File: src/rtl/ctrl_pkg.sv
// Shared control-path definitions: opcode constants, FSM state encoding,
// datapath mux encodings and the instruction class type.
package ctrl_pkg;

   localparam logic [4:0] OPCODE_R      = 5'b01100;
   localparam logic [4:0] OPCODE_IARITH = 5'b00100;
   localparam logic [4:0] OPCODE_LOAD   = 5'b00000;
   localparam logic [4:0] OPCODE_STORE  = 5'b01000;
   localparam logic [4:0] OPCODE_BRANCH = 5'b11000;
   localparam logic [4:0] OPCODE_LUI    = 5'b01101;
   localparam logic [4:0] OPCODE_AUIPC  = 5'b00101;
   localparam logic [4:0] OPCODE_JAL    = 5'b11011;
   localparam logic [4:0] OPCODE_JALR   = 5'b11001;

   localparam logic [2:0] S_FETCH  = 3'd0;
   localparam logic [2:0] S_DECODE = 3'd1;
   localparam logic [2:0] S_EXEC   = 3'd2;
   localparam logic [2:0] S_MEM    = 3'd3;
   localparam logic [2:0] S_WB     = 3'd4;
   localparam logic [2:0] S_TRAP   = 3'd5;

   localparam logic [1:0] ALU_ADD   = 2'b00;
   localparam logic [1:0] ALU_BR    = 2'b01;
   localparam logic [1:0] ALU_FUNCT = 2'b10;
   localparam logic [1:0] ALU_IMM   = 2'b11;

   localparam logic       A_RS1 = 1'b0;
   localparam logic       A_PC  = 1'b1;

   localparam logic [1:0] B_RS2  = 2'd0;
   localparam logic [1:0] B_IMM  = 2'd1;
   localparam logic [1:0] B_FOUR = 2'd2;

   localparam logic [1:0] PC_PLUS4  = 2'd0;
   localparam logic [1:0] PC_TARGET = 2'd1;
   localparam logic [1:0] PC_ALU    = 2'd2;

   localparam logic [1:0] WB_ALU = 2'd0;
   localparam logic [1:0] WB_MEM = 2'd1;
   localparam logic [1:0] WB_PC  = 2'd2;

   typedef enum logic [3:0] {
      CLS_NONE, CLS_R, CLS_IARITH, CLS_LOAD, CLS_STORE,
      CLS_BRANCH, CLS_LUI, CLS_AUIPC, CLS_JAL, CLS_JALR
   } instr_cls_t;

endpackage

File: src/rtl/opcode_decoder.sv
// Opcode -> instruction class plus legal flag; shared with the single-cycle path.
// CTRL_JUMP_EN: when defined, JAL/JALR decode as legal jump classes; otherwise
// they fall into CLS_NONE and are treated as illegal.
module opcode_decoder
   import ctrl_pkg::*;
#(
   parameter int OPCODE_W = 5
) (
   input  logic [OPCODE_W-1:0] opcode,
   output instr_cls_t          cls,
   output logic                legal
);

   logic [4:0] op5;
   assign op5 = 5'(opcode);

   // map the opcode field onto an instruction class
   always_comb begin
      cls = CLS_NONE;
      case (op5)
         OPCODE_R:      cls = CLS_R;
         OPCODE_IARITH: cls = CLS_IARITH;
         OPCODE_LOAD:   cls = CLS_LOAD;
         OPCODE_STORE:  cls = CLS_STORE;
         OPCODE_BRANCH: cls = CLS_BRANCH;
         OPCODE_LUI:    cls = CLS_LUI;
         OPCODE_AUIPC:  cls = CLS_AUIPC;
`ifdef CTRL_JUMP_EN
         OPCODE_JAL:    cls = CLS_JAL;
         OPCODE_JALR:   cls = CLS_JALR;
`endif
         default:       cls = CLS_NONE;
      endcase
   end

   assign legal = (cls != CLS_NONE);

endmodule

File: src/rtl/multicycle_control_unit.sv
// Multi-cycle RV32I control FSM: FETCH/DECODE/EXEC/MEM/WB with a ready
// handshake on the shared memory port, bus timeout and sticky trap causes.
// CTRL_JUMP_EN enables JAL/JALR; without it those opcodes trap as illegal.
module multicycle_control_unit
   import ctrl_pkg::*;
#(
   parameter int MEM_TIMEOUT = 16,
   parameter int OPCODE_W    = 5
) (
   input  logic                clk_i,
   input  logic                rst_i,
   input  logic [OPCODE_W-1:0] opcode_i,
   input  logic                mem_ready_i,
   input  logic                branch_taken_i,
   output logic                mem_req_o,
   output logic                mem_we_o,
   output logic                i_or_d_o,
   output logic                ir_wr_o,
   output logic                pc_wr_o,
   output logic [1:0]          pc_src_o,
   output logic [1:0]          alu_op_o,
   output logic                a_sel_o,
   output logic [1:0]          b_sel_o,
   output logic [1:0]          mem_to_reg_o,
   output logic                reg_wr_o,
   output logic [2:0]          state_o,
   output logic                trap_o,
   output logic                illegal_o,
   output logic                timeout_o
);

   // a zero timeout still needs a 1-bit counter so the declaration stays legal
   localparam int CNT_W = (MEM_TIMEOUT > 0) ? $clog2(MEM_TIMEOUT + 1) : 1;

   logic [2:0]          state_q, state_d;
   logic [OPCODE_W-1:0] opcode_q, dec_op;
   logic [CNT_W-1:0]    wait_q;
   logic                illegal_q, timeout_q;
   logic                mem_phase, wait_expired;
   instr_cls_t          cls;
   logic                legal;

   // DECODE decides legality from the live opcode; later states use the latched copy
   assign dec_op = (state_q == S_DECODE) ? opcode_i : opcode_q;

   opcode_decoder #(.OPCODE_W(OPCODE_W)) u_dec (
      .opcode (dec_op),
      .cls    (cls),
      .legal  (legal)
   );

   assign mem_phase    = (state_q == S_FETCH) || (state_q == S_MEM);
   assign wait_expired = (MEM_TIMEOUT > 0) && mem_phase && !mem_ready_i &&
                         (int'(wait_q) == MEM_TIMEOUT - 1);

   // next-state logic; a ready in the expiry cycle wins over the timeout
   always_comb begin
      state_d = state_q;
      case (state_q)
         S_FETCH:  if (mem_ready_i) state_d = S_DECODE;
                   else if (wait_expired) state_d = S_TRAP;
         S_DECODE: state_d = legal ? S_EXEC : S_TRAP;
         S_EXEC:   case (cls)
                      CLS_BRANCH:          state_d = S_FETCH;
                      CLS_LOAD, CLS_STORE: state_d = S_MEM;
                      default:             state_d = S_WB;
                   endcase
         S_MEM:    if (mem_ready_i) state_d = (cls == CLS_LOAD) ? S_WB : S_FETCH;
                   else if (wait_expired) state_d = S_TRAP;
         S_WB:     state_d = S_FETCH;
         S_TRAP:   state_d = S_TRAP;
         default:  state_d = S_FETCH;
      endcase
   end

   // state, latched opcode, wait counter and sticky trap causes
   always_ff @(posedge clk_i) begin
      if (rst_i) begin
         state_q   <= S_FETCH;
         opcode_q  <= '0;
         wait_q    <= '0;
         illegal_q <= 1'b0;
         timeout_q <= 1'b0;
      end else begin
         state_q <= state_d;
         if (state_q == S_DECODE) opcode_q <= opcode_i;
         if (state_d != state_q) wait_q <= '0;
         else if (mem_phase && !mem_ready_i) wait_q <= wait_q + CNT_W'(1);
         if (state_q == S_DECODE && !legal) illegal_q <= 1'b1;
         if (wait_expired) timeout_q <= 1'b1;
      end
   end

   // datapath controls decoded from state and class; forced low during reset
   always_comb begin
      mem_req_o    = 1'b0;
      mem_we_o     = 1'b0;
      i_or_d_o     = 1'b0;
      ir_wr_o      = 1'b0;
      pc_wr_o      = 1'b0;
      pc_src_o     = PC_PLUS4;
      alu_op_o     = ALU_ADD;
      a_sel_o      = A_RS1;
      b_sel_o      = B_RS2;
      mem_to_reg_o = WB_ALU;
      reg_wr_o     = 1'b0;
      if (!rst_i) begin
         case (state_q)
            S_FETCH: begin
               mem_req_o = 1'b1;
               a_sel_o   = A_PC;
               b_sel_o   = B_FOUR;
               ir_wr_o   = mem_ready_i;
               pc_wr_o   = mem_ready_i;
            end
            S_EXEC: case (cls)
               CLS_R:      alu_op_o = ALU_FUNCT;
               CLS_IARITH: begin alu_op_o = ALU_FUNCT; b_sel_o = B_IMM; end
               CLS_LOAD, CLS_STORE: b_sel_o = B_IMM;
               CLS_BRANCH: begin
                  alu_op_o = ALU_BR;
                  pc_src_o = PC_TARGET;
                  pc_wr_o  = branch_taken_i;
               end
               CLS_LUI:    begin alu_op_o = ALU_IMM; b_sel_o = B_IMM; end
               CLS_AUIPC:  begin a_sel_o = A_PC; b_sel_o = B_IMM; end
`ifdef CTRL_JUMP_EN
               CLS_JAL:    begin pc_src_o = PC_TARGET; pc_wr_o = 1'b1; end
               CLS_JALR:   begin b_sel_o = B_IMM; pc_src_o = PC_ALU; pc_wr_o = 1'b1; end
`endif
               default: ;
            endcase
            S_MEM: begin
               mem_req_o = 1'b1;
               i_or_d_o  = 1'b1;
               mem_we_o  = (cls == CLS_STORE);
               b_sel_o   = B_IMM;
            end
            S_WB: begin
               reg_wr_o = 1'b1;
               if (cls == CLS_LOAD) mem_to_reg_o = WB_MEM;
`ifdef CTRL_JUMP_EN
               else if (cls == CLS_JAL || cls == CLS_JALR) mem_to_reg_o = WB_PC;
`endif
            end
            default: ;
         endcase
      end
   end

   assign state_o   = rst_i ? S_FETCH : state_q;
   assign trap_o    = !rst_i && (state_q == S_TRAP);
   assign illegal_o = !rst_i && illegal_q;
   assign timeout_o = !rst_i && timeout_q;

endmodule

File: config.mk
export PLATFORM = sky130hd
export DESIGN_NAME = multicycle_control_unit
export DESIGN_NICKNAME = d
export VERILOG_FILES = /design/src/rtl/ctrl_pkg.sv /design/src/rtl/opcode_decoder.sv /design/src/rtl/multicycle_control_unit.sv
export SDC_FILE = /design/constraint.sdc
export NUM_CORES = 1
export LEC_CHECK = 0
export CORE_MARGIN = 2
export CORE_UTILIZATION = 25
export CTS_CLUSTER_SIZE = 16
export DETAILED_ROUTE_END_ITERATION = 8
export GPL_TIMING_DRIVEN = 0
export SYNTH_ARGS = -nofsm -noshare
export SYNTH_HDL_FRONTEND = slang
export SYNTH_SLANG_ARGS = --single-unit
File: constraint.sdc
create_clock -name clk_i -period 2 [get_ports clk_i]
set_input_delay 0.2 -clock clk_i [delete_from_list [all_inputs] [get_ports clk_i]]
set_output_delay 0.2 -clock clk_i [all_outputs]
set_load 0.03 [all_outputs]
==> results of run 1 <==
## Yosys cell counts, types with 2 or more instances
library cell,number
nand4b_1,2
buf_4,2
xnor2_1,2
nand2b_1,5
nor4b_1,2
ha_1,2
xor2_1,2
o21ai_1,3
nor4_1,4
buf_1,2
nand3_1,5
nor3_1,6
and2_1,2
o21ai_0,2
mux2i_1,7
nor2b_1,7
nand2_1,5
dfxtp_1,15
clkbuf_1,4
nor2_1,17
a211oi_1,2
a21oi_1,6
inv_1,5
or3_1,2
## stage by stage
| stage | TNS (ns) | total power, uW | utilization [%] | worst slack [ns] | std cells |
|---|---|---|---|---|---|
| floorplan | -0.0757 | 770 | - | -0.0406 | 133 |
| global placement | -6.30 | 934 | 36.3 | -0.716 | 210 |
| detailed placement | -6.39 | 936 | 36.3 | -0.761 | 210 |
| CTS | -0.472 | 1260 | 39.6 | -0.161 | 218 |
| global route | -0.784 | 1340 | 40.7 | -0.221 | 219 |
| finish | -0.389 | 1270 | 40.7 | -0.151 | 219 |
## how the worst min path moves through the flow
stage                           start  depth (start not counted)     endpoint  slack (ns)
after floorplan           opcode_i[1]                          2  opcode_q[1]        0.35
after global placement      timeout_q                          2    timeout_q        0.45
after detailed placement    timeout_q                          2    timeout_q        0.45
after CTS                   timeout_q                          2    timeout_q        0.47
after global routing        timeout_q                          2    timeout_q        0.51
final                       timeout_q                          2    timeout_q        0.47
## sequential cells by signal, indices dropped and copies added (netlist names)
register and cells:
timeout_q 1, state_q 3, wait_q 5, opcode_q 5, illegal_q 1
## cell usage in the layout, fill, tap and decap left out, types with 2 or more instances in the layout
cell type	Yosys	final
nor2_1	17	17
buf_4	2	12
dfxtp_1	15	12
clkdlybuf4s50_1	0	11
nor2b_1	7	7
inv_1	5	5
nand3_1	5	5
nand2b_1	5	5
nand2_1	5	5
a21oi_1	6	5
mux2i_1	7	4
nor3_2	1	4
buf_6	1	3
clkbuf_2	0	3
o21ai_1	3	3
nor4b_4	1	3
clkbuf_8	0	3
dlygate4sd2_1	0	3
dlymetal6s2s_1	0	3
dfxtp_4	0	3
clkbuf_1	4	2
buf_2	1	2
clkbuf_4	0	2
nand4b_1	2	2
mux2i_4	0	2
and2_1	2	2
nor3_1	6	2
xor2_1	2	2
nor4_1	4	2
xnor2_1	2	2
conb_1	1	2
clkdlybuf4s15_1	0	2
## report_power, final
group | switching (uW) | internal [uW] | total [uW]
registers | 44.0 | 335 | 379
logic | 377 | 278 | 654
clock network | 101 | 141 | 241
total | 521 | 754 | 1270
## worst max-delay path, stage by stage (launching register included)
cell	delay (ns)
dfxtp_4	0.35
nor3b_4	0.28
mux2_4	0.36
or3_4	0.34
a211oi_4	0.22
buf_6	0.16
## routing by layer
| metal | vias to the layer above | global-route usage, % | routed length [um] |
|---|---|---|---|
| met1 | 541 | 16.6 | 1400 |
| met5 | - | 0 | 0 |
| li1 | 546 | - | - |
| met4 | 0 | 5.23 | 50 |
| met3 | 4 | 1.89 | 138 |
| met2 | 33 | 22.0 | 1580 |
## kinds of logic (layout without fill, tap and decap cells)
logic type,count (synthesis),in the layout,share of synthesized area [%]
AND/OR/NAND/NOR,63,63,35.5
XOR/XNOR,4,4,3.27
multiplexers,8,8,7.58
AO/OA/AOI/OAI,23,23,15.9
adder cells (fa/ha/maj),2,2,2.33
other,1,2,0.350
buffers and inverters,16,52,7.12
flip-flops,15,15,28.0
## cell type report
cell class                      instances  area, um^2
Buffer                                  9        57.6
Fill cell                             408        2410
Timing Repair Buffer                   33         304
Tap cell                               50        62.6
Multi-Input combinational cell        102         848
Inverter                                6        22.5
Clock buffer                            4        45.0
Sequential cell                        15         312
## timing repair
action,CTS,global route
gates resized for setup,72,18
setup endpoints to repair,18,18
hold endpoints to repair,0,0
buffers inserted,5,1
cloned,0,0
pin swaps,6,1
==> run metrics, run 1 <==
outcome=finished with violations; failing checks=negative setup slack; Leak=~0.00065 uW; Crit. End Element=output port; area delta synth->final=54.0%; Total Wirelength=3.17 mm; Placer Congestion=0.844; Post-Syn Instances=between 100 and 150; Hold WC Path Type=flip-flop to flip-flop; CP arrival=1.95 ns; vias in the first global route=1085; Tightest Pin Transition=just over 0.5 ns; Clock Pin Slew Worst Setup and Hold Paths=0.06 ns; Routed WL per cell=approximately 14 um; Highest Clock Rate=0.465 GHz; reg-to-reg startpoint=wait_q[0]; Setup CP Type=flip-flop to output port; layout net count=roughly 180; Seq cells post-synth=15; Max H-tree Level=1; I/O pin total=30; Final Hold Viols=0; synth unique cells=between 40 and 50; Starting Density=a little over a quarter; Die Height=approximately 69 um; Mapped Area=roughly 0.0011 mm^2; clock skew=between 0.004 and 0.005 ns; CTS tree=done; DRC errors left=0; post-route setup slack=-0.151 ns; grt total ovfl=0; vias per cell=between 5 and 6; Final Instance Area=about 0.0017 mm^2; first-pass GRT wire length=around 5.2 mm; initial antenna violation count=0; Peak VDD IR=280 uV; final hold slack=around 0.47 ns; gr usage total=a little over an eighth; largest net degree at the start of global routing=11; crit path capture=alu_op_o[0]; DIE WIDTH=~70 um; clock tree buffer depth=2; final setup vio count=4; DP HPWL=2.27 mm; EDFF count, synth=0; R2R setup slack=approximately 0.14 ns; max-slew violations=0; main flop type after synthesis=dfxtp_1; pwr dens=roughly 770 mW/mm^2; # Max-Cap Violations=0; reg2reg end=wait_q[4]; First DRT Iteration DRCs=a little under 80; CTS sink cnt=15; share of layout cells above drive strength 1=a little under a third; sequential area share after synthesis=28.0%; Worst-Skew Late Latency=0.24 ns; Worst Setup SP=state_q[1]; CP required=between 1.5 and 2 ns; crit start category=flip-flop; top cell type's share of synthesized area=between 20 and 30%; Synth warnings=0; Worst R2R Path Depth=7; DR pass1 iterations=4; clock root buffer=clkbuf_8; crit-path max FO=3; RSZ-0062 raised after global routing=yes; row count=23; ranking of synthesized cells by area=dfxtp_1, mux2i_1, nor2_1; cts bufs inserted=3; headroom to the max-slew limit=between 60% and 70%; Post-synth ARST share=0%; Avg Inst Size Synth=8.12 um^2; Core Footprint=roughly 0.004 mm^2; CTS Hold Buffers Added=0; area leader, netlist=dfxtp_1; IO Port Bufs=27; DP Area=0.00147 mm^2; Ant. Diodes=0; post-route ant nets=0; fin crit share=108%; minimum clock period=~2.2 ns; Vias=between 1000 and 1500; Die Footprint=0.00483 mm^2
Note: power is estimated with default switching activity, not from simulation.
==> run 2: changes to the inputs <==
--- a/config.mk
+++ b/config.mk
@@ -6,5 +6,4 @@
 export NUM_CORES = 1
 export LEC_CHECK = 0
-export CORE_MARGIN = 2
 export CORE_UTILIZATION = 25
 export CTS_CLUSTER_SIZE = 16
==> constraint.sdc (replaced) <==
create_clock -name clk_i -period 2 [get_ports clk_i]
set_input_delay 0.3 -clock clk_i [delete_from_list [all_inputs] [get_ports clk_i]]
set_output_delay 0.3 -clock clk_i [all_outputs]
set_load 0.03 [all_outputs]
==> run 2 against run 1 <==
  * The run still ends with negative setup slack left
  * Highest routed layer unchanged
  * Clock skew down 0.0021 ns
  * Cell area up 5.2%
  * Die area decreased by 5.7%
  * Power rose by 4.7%
  * Sequential cell count stayed put
  * Sequential power barely moved
  * Global-route usage increased by 1.5 points
  * First-iteration DRC count fell by 35%
  * Via count rose by 3.4%
  * Critical path depth unchanged
  * Worst hold slack is essentially flat
==> run metrics, run 2 (synthesized netlist as in run 1, its figures left out) <==
vias per cell=5.14; register area=~300 um^2; Tightest Pin Transition=0.503 ns; First DRT Iteration DRCs=between 50 and 60; # Max-Cap Violations=0; Ant. Diodes=0; layout net count=188; Cells after DPL=210; crit start category=flip-flop; final setup vio count=8; area delta synth->final=62.0%; cts bufs inserted=3; CP arrival=1.98 ns; clock skew=about 0.0021 ns; max-slew violations=0; Crit. End Element=output port; grt total ovfl=0; gr usage total=14.5%; RSZ-0062 raised after global routing=yes; CTS sink cnt=15; Total Wirelength=about 3.1 mm; post-route ant nets=0; CP required=between 1.5 and 2 ns; Routed WL per cell=13.9 um; vias in the first global route=between 1000 and 1500; failing checks=negative setup slack; outcome=finished with violations; Starting Density=around a quarter; Die Footprint=between 0.004 and 0.005 mm^2; DRC errors left=0; area of the multi-input gates=877 um^2; Post-Layout Cell Count=around 230; fin crit share=114%; Hold WC Path Type=flip-flop to flip-flop; Layout fillers=between 300 and 400; Vias=1162; CTS tree=done; biggest regs=opcode_q (5), wait_q (5), state_q (3); DP HPWL=about 2.2 mm; Fin Setup TNS=-1.14 ns; Die Height=around 67 um; minimum clock period=2.28 ns; initial antenna violation count=0; DP Area=around 0.0015 mm^2; first-pass GRT wire length=5.04 mm; I/O pin total=30; row count=23; Setup CP Type=flip-flop to output port; most frequent cells in the layout=nor2_1, buf_4, dfxtp_1; clock tree buffer depth=2; largest net degree at the start of global routing=11; pwr dens=about 770 mW/mm^2; crit-path max FO=4; dpl ws=-0.887 ns; post-route setup slack=-0.276 ns; headroom to the max-slew limit=approximately two thirds; Worst-Skew Late Latency=approximately 0.24 ns; Max H-tree Level=1; Final Instance Area=between 0.0015 and 0.002 mm^2; Core Footprint=a little over 0.004 mm^2; Final Hold Viols=0; Highest Clock Rate=0.439 GHz; IO Port Bufs=27; Peak VDD IR=about 200 uV; Clock Pin Slew Worst Setup and Hold Paths=roughly 0.060 ns; CTS Hold Buffers Added=0; DIE WIDTH=67.5 um; Placer Congestion=slightly above 0.8; DR pass1 iterations=4; clock root buffer=clkbuf_8; Leak=just under 0.0007 uW; overall power=1330 uW; share of layout cells above drive strength 1=just under 40%
## run 2: changes by cell type in the layout (fill, tap and decap cells not counted), sizes merged
cell,before,now
buf,17,30
clkbuf,10,8
clkdlybuf4s15,2,1
clkdlybuf4s50,11,8
dlygate4sd2,3,5
dlymetal6s2s,3,1
## run 2: layout make-up
| class | instances | share of cell area (%) |
|---|---|---|
| timing repair buffer | 40 | 20.5 |
| inverter | 6 | 1.30 |
| sequential | 15 | 17.8 |
| multi-input combinational | 102 | 50.5 |
| clock buffer | 4 | 2.59 |
| tap | 50 | 3.60 |
| buffer | 9 | 3.67 |
## run 2: metal layers
metal / wire length (um) / up-vias / GRT usage (%) / part of all wire [%]
met2: 1600 / 36 / 23.9 / 51
li1: - / 564 / - / -
met4: 51 / 0 / 5.59 / 1.6
met1: 1360 / 556 / 19.5 / 43
met3: 127 / 6 / 1.01 / 4.0
met5: 0 / - / 0 / 0
## run 2: final timing paths
kind         startpoint           to  slack [ns]  cells past startpoint
max          state_q[1]  alu_op_o[0]       -0.28                      5
min           illegal_q    illegal_q        0.47                      2
max reg2reg   wait_q[0]    wait_q[4]        0.10                      7
min reg2reg   illegal_q    illegal_q        0.47                      2
## run 2: report_power, final
part | total (uW) | internal, uW | switching, uW
clock network | 235 | 141 | 94.0
registers | 376 | 335 | 40.7
logic | 724 | 323 | 401
## run 2: worst max-delay path, stage by stage, from the launching register on
cell	delay (ns)
dfxtp_4	0.36
nor3b_4	0.31
mux2_4	0.35
or3_4	0.34
a211oi_4	0.22
buf_6	0.16
## run 2: through the flow
stage                     utilization, %  hold WS [ns]
after global placement              36.7         0.448
after CTS                           40.6         0.473
final                               42.8         0.466
after detailed placement            36.7         0.457
after floorplan                        -         0.429
after global routing                42.8         0.511
## run 2: repair_timing
item | CTS | global route
resized for setup | 91 | 26
buffers inserted | 7 | 6
gates cloned | 0 | 0
pin swaps | 5 | 4
endpoints found under the setup margin | 18 | 16
==> run 3: changes to the inputs <==
SKIP_CTS_REPAIR_TIMING = 1   (was not set)
==> run 3 against run 2 <==
  * Sequential share of layout area is 0.25 points higher
  * Critical path depth is 1 higher
  * Sequential power is 2% higher
  * Worst hold slack hardly changed
  * Combinational power is 3.3% lower
  * Via count is 2.1% lower
  * Clock power hardly changed
  * Largest power group unchanged
  * First-iteration DRC count is 29% higher
  * Global-route usage is 0.69 points lower
  * The flow still finishes with violations (negative setup slack)
==> run metrics, run 3 (synthesized netlist as in run 1, its figures left out) <==
share of layout cells above drive strength 1=around 37%; Final Hold Viols=0; crit start category=flip-flop; most frequent cells in the layout=nor2_1, buf_4, dfxtp_1; clock skew=between 0.002 and 0.0025 ns; reg2reg end=wait_q[4]; Tightest Pin Transition=0.529 ns; gr usage total=13.8%; largest net degree at the start of global routing=11; reg-to-reg startpoint=wait_q[0]; pwr dens=a little under 800 mW/mm^2; headroom to the max-slew limit=between 60% and 70%; initial antenna violation count=0; post-route setup slack=-0.279 ns; post-route ant nets=0; internal power=787 uW; clock root buffer=clkbuf_8; grt total ovfl=0; RSZ-0062 raised after global routing=yes; Core Footprint=approximately 0.004 mm^2; Max H-tree Level=1; DIE WIDTH=slightly below 70 um; Setup CP Type=flip-flop to output port; final setup vio count=8; DRC errors left=0; sequential share of power=approximately 29%; first-pass GRT wire length=4.84 mm; Worst-Skew Late Latency=0.24 ns; vias per cell=around 5.1; Die Footprint=0.00455 mm^2; Starting Density=roughly a quarter; Highest Clock Rate=0.439 GHz; CP required=~1.7 ns; CTS tree=done; Vias=1138; layout net count=between 150 and 200; First DRT Iteration DRCs=between 60 and 70; Total Wirelength=between 3 and 4 mm; most common cell after layout, fill and taps aside=nor2_1; DP Area=between 0.001 and 0.0015 mm^2; failing checks=negative setup slack; Crit. End Element=output port; # Max-Cap Violations=0; DR pass1 iterations=4; Post-Layout Cell Count=about 220; Cells after DPL=210; Worst R2R Path Depth=7; CTS sink cnt=15; Ant. Diodes=0; minimum clock period=around 2.3 ns; Clock Pin Slew Worst Setup and Hold Paths=0.06 ns; Comb pwr share=between 50% and 60%; hold path depth=2; Die Height=between 60 and 70 um; biggest regs=opcode_q (5), wait_q (5), state_q (3); row count=23; crit-path max FO=7; Final Instance Area=0.00171 mm^2; Layout fillers=roughly 390; DP HPWL=between 2 and 2.5 mm; clock tree buffer depth=2; HP Start=timeout_q; area delta synth->final=59.7%; Switch Pwr=between 500 and 600 uW; Leak=around 0.00075 uW; fin crit share=114%; Peak VDD IR=203 uV; Hold EP=timeout_q; max-slew violations=0; Routed WL per cell=approximately 14 um; Hold WC Path Type=flip-flop to flip-flop; Sw Ratio=40.3%; Clock power frac=between 10% and 20%; Fin Setup TNS=-1.25 ns; cts bufs inserted=3; IO Port Bufs=27; CP arrival=between 1.5 and 2 ns; R2R setup slack=approximately 0.12 ns; I/O pin total=30; Placer Congestion=about 0.81; outcome=finished with violations; vias in the first global route=about 1100
run 3: cell count changes in the layout (fill, tap and decap cells not counted), moves of 3 or more:
cell and change:
dlygate4sd2_1 -5, clkbuf_2 +4, buf_6 -3, dlymetal6s2s_1 +7
buf_2 -4
run 3: layout make-up:
class | count | area (um^2) | share of cell area, %
timing repair buffer | 37 | 349 | 20.4
tap | 50 | 62.6 | 3.65
multi-input combinational | 102 | 867 | 50.6
inverter | 6 | 22.5 | 1.31
clock buffer | 4 | 45.0 | 2.63
buffer | 9 | 57.6 | 3.36
sequential | 15 | 309 | 18.0
run 3: worst max-delay path by stage:
stage | slack (ns) | from | endpoint
2_1_floorplan | -0.05 | state_q[1] | ir_wr_o
3_3_place_gp | -0.88 | rst_i | alu_op_o[0]
3_5_place_dp | -0.89 | rst_i | alu_op_o[0]
4_1_cts | -0.95 | state_q[2] | b_sel_o[0]
5_1_grt | -0.40 | state_q[2] | a_sel_o
6_report | -0.28 | state_q[2] | a_sel_o
run 3: power groups by stage:
stage / Combinational [uW] / Clock (uW) / Sequential [uW]
after global placement: 561 / 0 / 377
after floorplan: 409 / 0 / 369
after global routing: 747 / 265 / 390
final: 700 / 235 / 384
after detailed placement: 565 / 0 / 378
after CTS: 568 / 246 / 372
run 3: metal layers:
metal	share of wire, %	wire length (um)	vias to the layer above	track usage (%)
met2	50	1580	28	22.0
met3	3.4	108	6	1.01
met5	0	0	-	0
met1	44	1380	547	18.9
met4	2.0	63	0	5.85
li1	-	-	557	-
run 3: metrics by stage:
stage          power (uW)  setup slack (ns)  hold WS, ns  utilization [%]
2_1_floorplan         779           -0.0500        0.429                -
3_3_place_gp          938            -0.877        0.448             36.7
3_5_place_dp          943            -0.887        0.457             36.7
4_1_cts              1190            -0.951        0.473             37.8
5_1_grt              1400            -0.398        0.511             42.2
6_report             1320            -0.279        0.466             42.2
run 3: critical path, cell delays in order, from the launching register on:
cell and delay [ns]:
dfxtp_4 0.37, nor3b_4 0.28, buf_6 0.19, nor4b_4 0.24, o21ai_2 0.10, a2111oi_4 0.35, buf_4 0.21
